### src/rtl/rv_pkg.sv
// Shared RV core definitions: architectural widths, scalar typedefs and
// the write-back priority encoding.
package rv_pkg;

  localparam int REG_ADDR_W = 5;
  localparam int XLEN       = 32;

  typedef logic [REG_ADDR_W-1:0] reg_addr_t;
  typedef logic [XLEN-1:0]       xlen_t;

  typedef enum logic {
    ALU_PRI = 1'b0,
    LSU_PRI = 1'b1
  } wb_pri_e;

endpackage

### src/rtl/rf_scoreboard.sv
// Pending-write scoreboard: one busy bit per destination register, set at
// issue and cleared on the RF write edge, with the RAW/WAW stall compare.
module rf_scoreboard
  import rv_pkg::*;
#(
  parameter int ADDR_W = REG_ADDR_W
) (
  input  logic                  clk_i,
  input  logic                  reset_i,
  input  logic                  issue_i,
  input  logic [ADDR_W-1:0]     issue_addr_i,
  input  logic [ADDR_W-1:0]     rs1_addr_i,
  input  logic [ADDR_W-1:0]     rs2_addr_i,
  input  logic                  clr_i,
  input  logic [ADDR_W-1:0]     clr_addr_i,
  output logic                  stall_o,
  output logic [2**ADDR_W-1:0]  busy_o
);

  localparam int NREG = 2**ADDR_W;

  logic [NREG-1:0] busy_q, busy_d;
  logic            rs1_hit, rs2_hit, rd_hit;
  logic            set_en;

  // No bypass from the write being committed this cycle: the RF only holds
  // the new value after this edge, so the bit must still stall until then.
  always_comb begin
    rs1_hit = (rs1_addr_i != '0) && busy_q[rs1_addr_i];
    rs2_hit = (rs2_addr_i != '0) && busy_q[rs2_addr_i];
    rd_hit  = issue_i && (issue_addr_i != '0) && busy_q[issue_addr_i];
    stall_o = rs1_hit | rs2_hit | rd_hit;
    set_en  = issue_i && (issue_addr_i != '0) && !stall_o;
  end

  // Clear first so a same-cycle set of the same register wins.
  always_comb begin
    busy_d = busy_q;
    if (clr_i) busy_d[clr_addr_i] = 1'b0;
    if (set_en) busy_d[issue_addr_i] = 1'b1;
    busy_d[0] = 1'b0;
  end

  always_ff @(posedge clk_i or negedge reset_i) begin
    if (!reset_i) busy_q <= '0;
    else          busy_q <= busy_d;
  end

  assign busy_o = busy_q;

endmodule

### src/rtl/rf_wb_arbiter.sv
// Write-back arbiter for the RF single write port: ALU/LSU arbitration with
// LSU starvation guard, registered RF drive and the hazard scoreboard.
module rf_wb_arbiter
  import rv_pkg::*;
#(
  parameter int ADDR_W     = REG_ADDR_W,
  parameter int DATA_W     = XLEN,
  parameter int STARVE_MAX = 4
) (
  input  logic                  clk_i,
  input  logic                  reset_i,
  input  logic                  alu_valid_i,
  output logic                  alu_ready_o,
  input  logic [ADDR_W-1:0]     alu_addr_i,
  input  logic [DATA_W-1:0]     alu_data_i,
  input  logic                  lsu_valid_i,
  output logic                  lsu_ready_o,
  input  logic [ADDR_W-1:0]     lsu_addr_i,
  input  logic [DATA_W-1:0]     lsu_data_i,
  input  logic                  issue_i,
  input  logic [ADDR_W-1:0]     issue_addr_i,
  input  logic [ADDR_W-1:0]     rs1_addr_i,
  input  logic [ADDR_W-1:0]     rs2_addr_i,
  output logic                  stall_o,
  output logic                  rf_we_o,
  output logic [ADDR_W-1:0]     rf_addr_o,
  output logic [DATA_W-1:0]     rf_wd_o,
  output logic [2**ADDR_W-1:0]  busy_o
);

  localparam int              WAIT_W   = $clog2(STARVE_MAX + 1);
  localparam logic [WAIT_W-1:0] WAIT_MAX = WAIT_W'(STARVE_MAX);

  wb_pri_e           pri;
  logic              alu_hs, lsu_hs, any_hs;
  logic [ADDR_W-1:0] win_addr;
  logic [DATA_W-1:0] win_data;

  logic [WAIT_W-1:0] wait_q, wait_d;
  logic              rf_we_q, rf_we_d;
  logic [ADDR_W-1:0] rf_addr_q, rf_addr_d;
  logic [DATA_W-1:0] rf_wd_q, rf_wd_d;

  // Each ready depends only on the opposing valid and the mode, so the two
  // handshakes are mutually exclusive and there is no ready-to-ready loop.
  always_comb begin
    pri         = (wait_q == WAIT_MAX) ? LSU_PRI : ALU_PRI;
    alu_ready_o = (pri == ALU_PRI) ? 1'b1 : !lsu_valid_i;
    lsu_ready_o = (pri == ALU_PRI) ? !alu_valid_i : 1'b1;
    alu_hs      = alu_valid_i && alu_ready_o;
    lsu_hs      = lsu_valid_i && lsu_ready_o;
    any_hs      = alu_hs || lsu_hs;
    win_addr    = lsu_hs ? lsu_addr_i : alu_addr_i;
    win_data    = lsu_hs ? lsu_data_i : alu_data_i;
  end

  always_comb begin
    wait_d = wait_q;
    if (!lsu_valid_i || lsu_hs) wait_d = '0;
    else if (wait_q != WAIT_MAX) wait_d = wait_q + WAIT_W'(1);
  end

  // x0 writes are consumed but never reach the RF; the data register keeps
  // its previous value so WD3 does not toggle for a discarded write.
  always_comb begin
    rf_we_d   = 1'b0;
    rf_addr_d = rf_addr_q;
    rf_wd_d   = rf_wd_q;
    if (any_hs) begin
      rf_addr_d = win_addr;
      if (win_addr != '0) begin
        rf_we_d = 1'b1;
        rf_wd_d = win_data;
      end
    end
  end

  always_ff @(posedge clk_i or negedge reset_i) begin
    if (!reset_i) begin
      wait_q    <= '0;
      rf_we_q   <= 1'b0;
      rf_addr_q <= '0;
      rf_wd_q   <= '0;
    end else begin
      wait_q    <= wait_d;
      rf_we_q   <= rf_we_d;
      rf_addr_q <= rf_addr_d;
      rf_wd_q   <= rf_wd_d;
    end
  end

  assign rf_we_o   = rf_we_q;
  assign rf_addr_o = rf_addr_q;
  assign rf_wd_o   = rf_wd_q;

  rf_scoreboard #(
    .ADDR_W (ADDR_W)
  ) u_scoreboard (
    .clk_i        (clk_i),
    .reset_i      (reset_i),
    .issue_i      (issue_i),
    .issue_addr_i (issue_addr_i),
    .rs1_addr_i   (rs1_addr_i),
    .rs2_addr_i   (rs2_addr_i),
    .clr_i        (rf_we_q),
    .clr_addr_i   (rf_addr_q),
    .stall_o      (stall_o),
    .busy_o       (busy_o)
  );

endmodule

### config.mk
export PLATFORM = sky130hd
export DESIGN_NAME = rf_wb_arbiter
export DESIGN_NICKNAME = d
export VERILOG_FILES = /design/src/rtl/rv_pkg.sv /design/src/rtl/rf_scoreboard.sv /design/src/rtl/rf_wb_arbiter.sv
export SDC_FILE = /design/constraint.sdc
export NUM_CORES = 1
export LEC_CHECK = 0
export CAP_MARGIN = 40
export CORE_MARGIN = 5
export CORE_UTILIZATION = 47
export DETAILED_ROUTE_END_ITERATION = 8
export PLACE_DENSITY = 0.82
export SLEW_MARGIN = 40
export SYNTH_ARGS = -nofsm -noshare
export SYNTH_HDL_FRONTEND = slang
export SYNTH_HIERARCHICAL = 1
export SYNTH_SLANG_ARGS = --single-unit
### constraint.sdc
create_clock -name clk_i -period 3.4 [get_ports clk_i]
set_input_delay 0.68 -clock clk_i [delete_from_list [all_inputs] [get_ports clk_i]]
set_output_delay 0.68 -clock clk_i [all_outputs]
set_load 0.02 [all_outputs]
==> results.cfg <==
[synthesis]
synth_edf_count = 0
synthTopCellsByCount = nand2_1, dfrtp_1, a32oi_1, o21ai_0, a21oi_2
seq_area_frac_synth_pct = 36.5
syn-num-nets = 595
synth_top_area_share_pct = 36.5
async_flop_share_pct = 100
synth_cell_type_count = 58
synthCells = 499
syn_area_um2 = 4930
synth.avg_cell_area_um2 = 9.88
yosys.cell_count.top_type = nand2_1
synth_ff_type = dfrtp_1
synth.largest_area_cell = dfrtp_1
synth_area_leaders = dfrtp_1, nand2_1, a32oi_1
ys_warn_count = 6
ys_ff_latch = 72

[floorplan]
core_um2 = 10300
initial_core_util_pct = 48.0
die-area_um2 = 12600
pin_count = 167
die_h_um = 112
die_w_um = 112
std_cell_rows = 37

[global_route]
grt_pass1_wl_um = 26400
grt_overflow_total = 0
grt_usage_pct = 25.5
antenna_found_initial = 0
grt_pass1_vias = 5221
grt_start_max_net_pins = 73

[power]
swShare_pct = 38.1
power.internal_mw = 2.43
clkPwrFrac_pct = 19.0
p_leak_nw = 2.84
power_density_nw_per_um2 = 554
combinationalPowerShare_pct = 46.4
pwr-share-seq_pct = 34.6
vdd_drop_max_mv = 0.328
power_mw = 3.92
p_sw_mw = 1.49

[clocking]
cts_root_buf = clkbuf_8
numCtsBuffers = 9
clkSinkCount = 72
clkSlewWorstSetupHoldPaths_ns = 0.07
htree_levels = 3
clkLatencyLatePin_ns = 0.35
cts_hold_buf = 0
cts_buffer_depth = 2
cts_tree = built
cts_setup_buffers = 0

[cells_and_area]
nNetsFinal = 776
drive_gt1_share_pct = 21.8
syn2layout_area_growth_pct = 43.7
final_util_pct = 68.9
n_antenna_cell = 0

[critical_path]
path_cells = clkdlybuf4s50_1 > buf_4 > or3b_2 > nor2_1 > nor4_2 > o221ai_2 > o311ai_2 > nand2b_4 > buf_6
crit_fanout = 7
cp.arrival_ns = 2.68
max_stage_delay_ns = 0.48
crit_required_ns = 2.72
cp_slowest_cell = or3b_2
cp-end-kind = output port
critical_path_class = in2out
cp_top_family = simple AND/OR/NAND/NOR gates
cp.buffers_inverters = 3
startpoint_type = input port

[drt]
routed_wirelength_um = 16300
vias_per_cell = 6.07
wl_per_cell_um = 19.8
route.detailed.drc = 0
drtIter0Drc = 330
vias = 4981
drtAntennaViolNets = 0
drt_first_pass_iters = 5

[worst_hold_path]
holdCritPathClass = in2async

[sta]
fin_worst_skew_ns = 0.00843
setup_viol = 0
fmax_mhz = 298
hold_violations = 0
period_share_pct = 98.7
worst_slew_pin_slew_ns = 0.607
min_period_ns = 3.36
drv_slew = 0
slew_headroom_pct = 59.5

[placement]
hpwl_um = 12100
gp_congestion = 0.978
portBuffers = 165

[flow_run]
max-cap-violations = 0

[run_status]
outcome = completed
==> through the flow <==
step	hold slack [ns]	worst slack [ns]	area [µm²]	instances	TNS (ns)
2_1_floorplan	0.384	0.0240	4930	499	0
3_3_place_gp	0.443	-0.674	6820	805	-0.893
3_5_place_dp	0.460	-0.709	6820	805	-2.15
4_1_cts	0.351	0.00210	7050	821	0
5_1_grt	0.370	-0.0288	7090	821	-0.0288
6_report	0.339	0.0448	7090	821	0
==> placed cells by master (no fill, tap or decap), drive strengths merged, types with 2 or more instances in the layout <==
cell	netlist	final
mux2	8	8
bufinv	0	2
o21ai	35	35
inv	9	9
nand2	103	103
buf	31	52
clkbuf	14	14
nand3b	10	10
clkdlybuf4s50	0	157
ha	2	2
dfrtp	72	72
a32oi	32	32
or3b	6	6
clkdlybuf4s15	0	2
nor2	19	19
nor2b	3	3
nand3	7	7
mux4	10	10
a31oi	2	2
dlymetal6s2s	0	2
nand2b	4	4
or3	3	3
o22ai	10	10
nor3	2	2
nor4	5	5
a21oi	36	36
mux2i	23	23
o221ai	2	2
nor3b	3	3
o211ai	2	2
o41ai	31	31
==> metal layers <==
| layer | wire length, µm | track usage, % |
|---|---|---|
| met5 | 0 | 0 |
| met4 | 305 | 9.46 |
| met3 | 1610 | 6.74 |
| met2 | 7780 | 42.0 |
| met1 | 6560 | 32.4 |
==> kinds of logic (layout without fill, tap and decap cells) <==
| group | Yosys count | after routing | share of synthesized area, % |
|---|---|---|---|
| flops | 72 | 72 | 36.5 |
| fa+ha+maj | 2 | 2 | 0.507 |
| mux | 41 | 41 | 11.5 |
| other cells | 1 | 1 | 0.0760 |
| buf+inv | 54 | 240 | 7.43 |
| compound gates | 159 | 159 | 27.5 |
| simple gates | 169 | 169 | 16.3 |
| xor+xnor | 1 | 1 | 0.178 |
==> sequential cells by signal (all words and copies together), names as in the netlist <==
signal and cells:
rf_wd_o 32, wait_q 3, rf_addr_o 5, u_scoreboard/busy_o 31, rf_we_o 1
==> path summary, 6_finish.rpt <==
kind / startpoint / slack (ns) / cells past startpoint / end
max: issue_addr_i[3] / 0.04 / 9 / stall_o
min: reset_i / 0.34 / 2 / rf_wd_o[20]
max reg2reg: u_scoreboard/busy_o[28] / 0.71 / 7 / u_scoreboard/busy_o[15]
min reg2reg: wait_q[0] / 0.47 / 1 / wait_q[0]
max in group asynchronous: reset_i / 2.73 / 2 / rf_wd_o[12]
min in group clk_i: wait_q[0] / 0.47 / 1 / wait_q[0]
==> power groups by stage <==
stage / logic, mW / registers [mW] / clock network [mW]
after global placement: 1.75 / 1.36 / 0
after global routing: 1.93 / 1.39 / 0.790
after detailed placement: 1.79 / 1.36 / 0
after floorplan: 0.720 / 1.54 / 0
after CTS: 1.80 / 1.35 / 0.763
final: 1.82 / 1.36 / 0.745
==> what timing repair did <==
item | CTS | global route
pin swaps | 2 | 3
gates resized for setup | 17 | 13
endpoints found under the setup margin | 1 | 1
==> layout make-up <==
class	instances	area, µm²
clock inverter	3	65.1
inverter	9	33.8
clock buffer	13	149
fill	786	3190
timing repair buffer	215	2060
multi-input combinational	373	2800
tap	136	170
sequential	72	1800
Note: power is estimated with default switching activity, not from simulation.
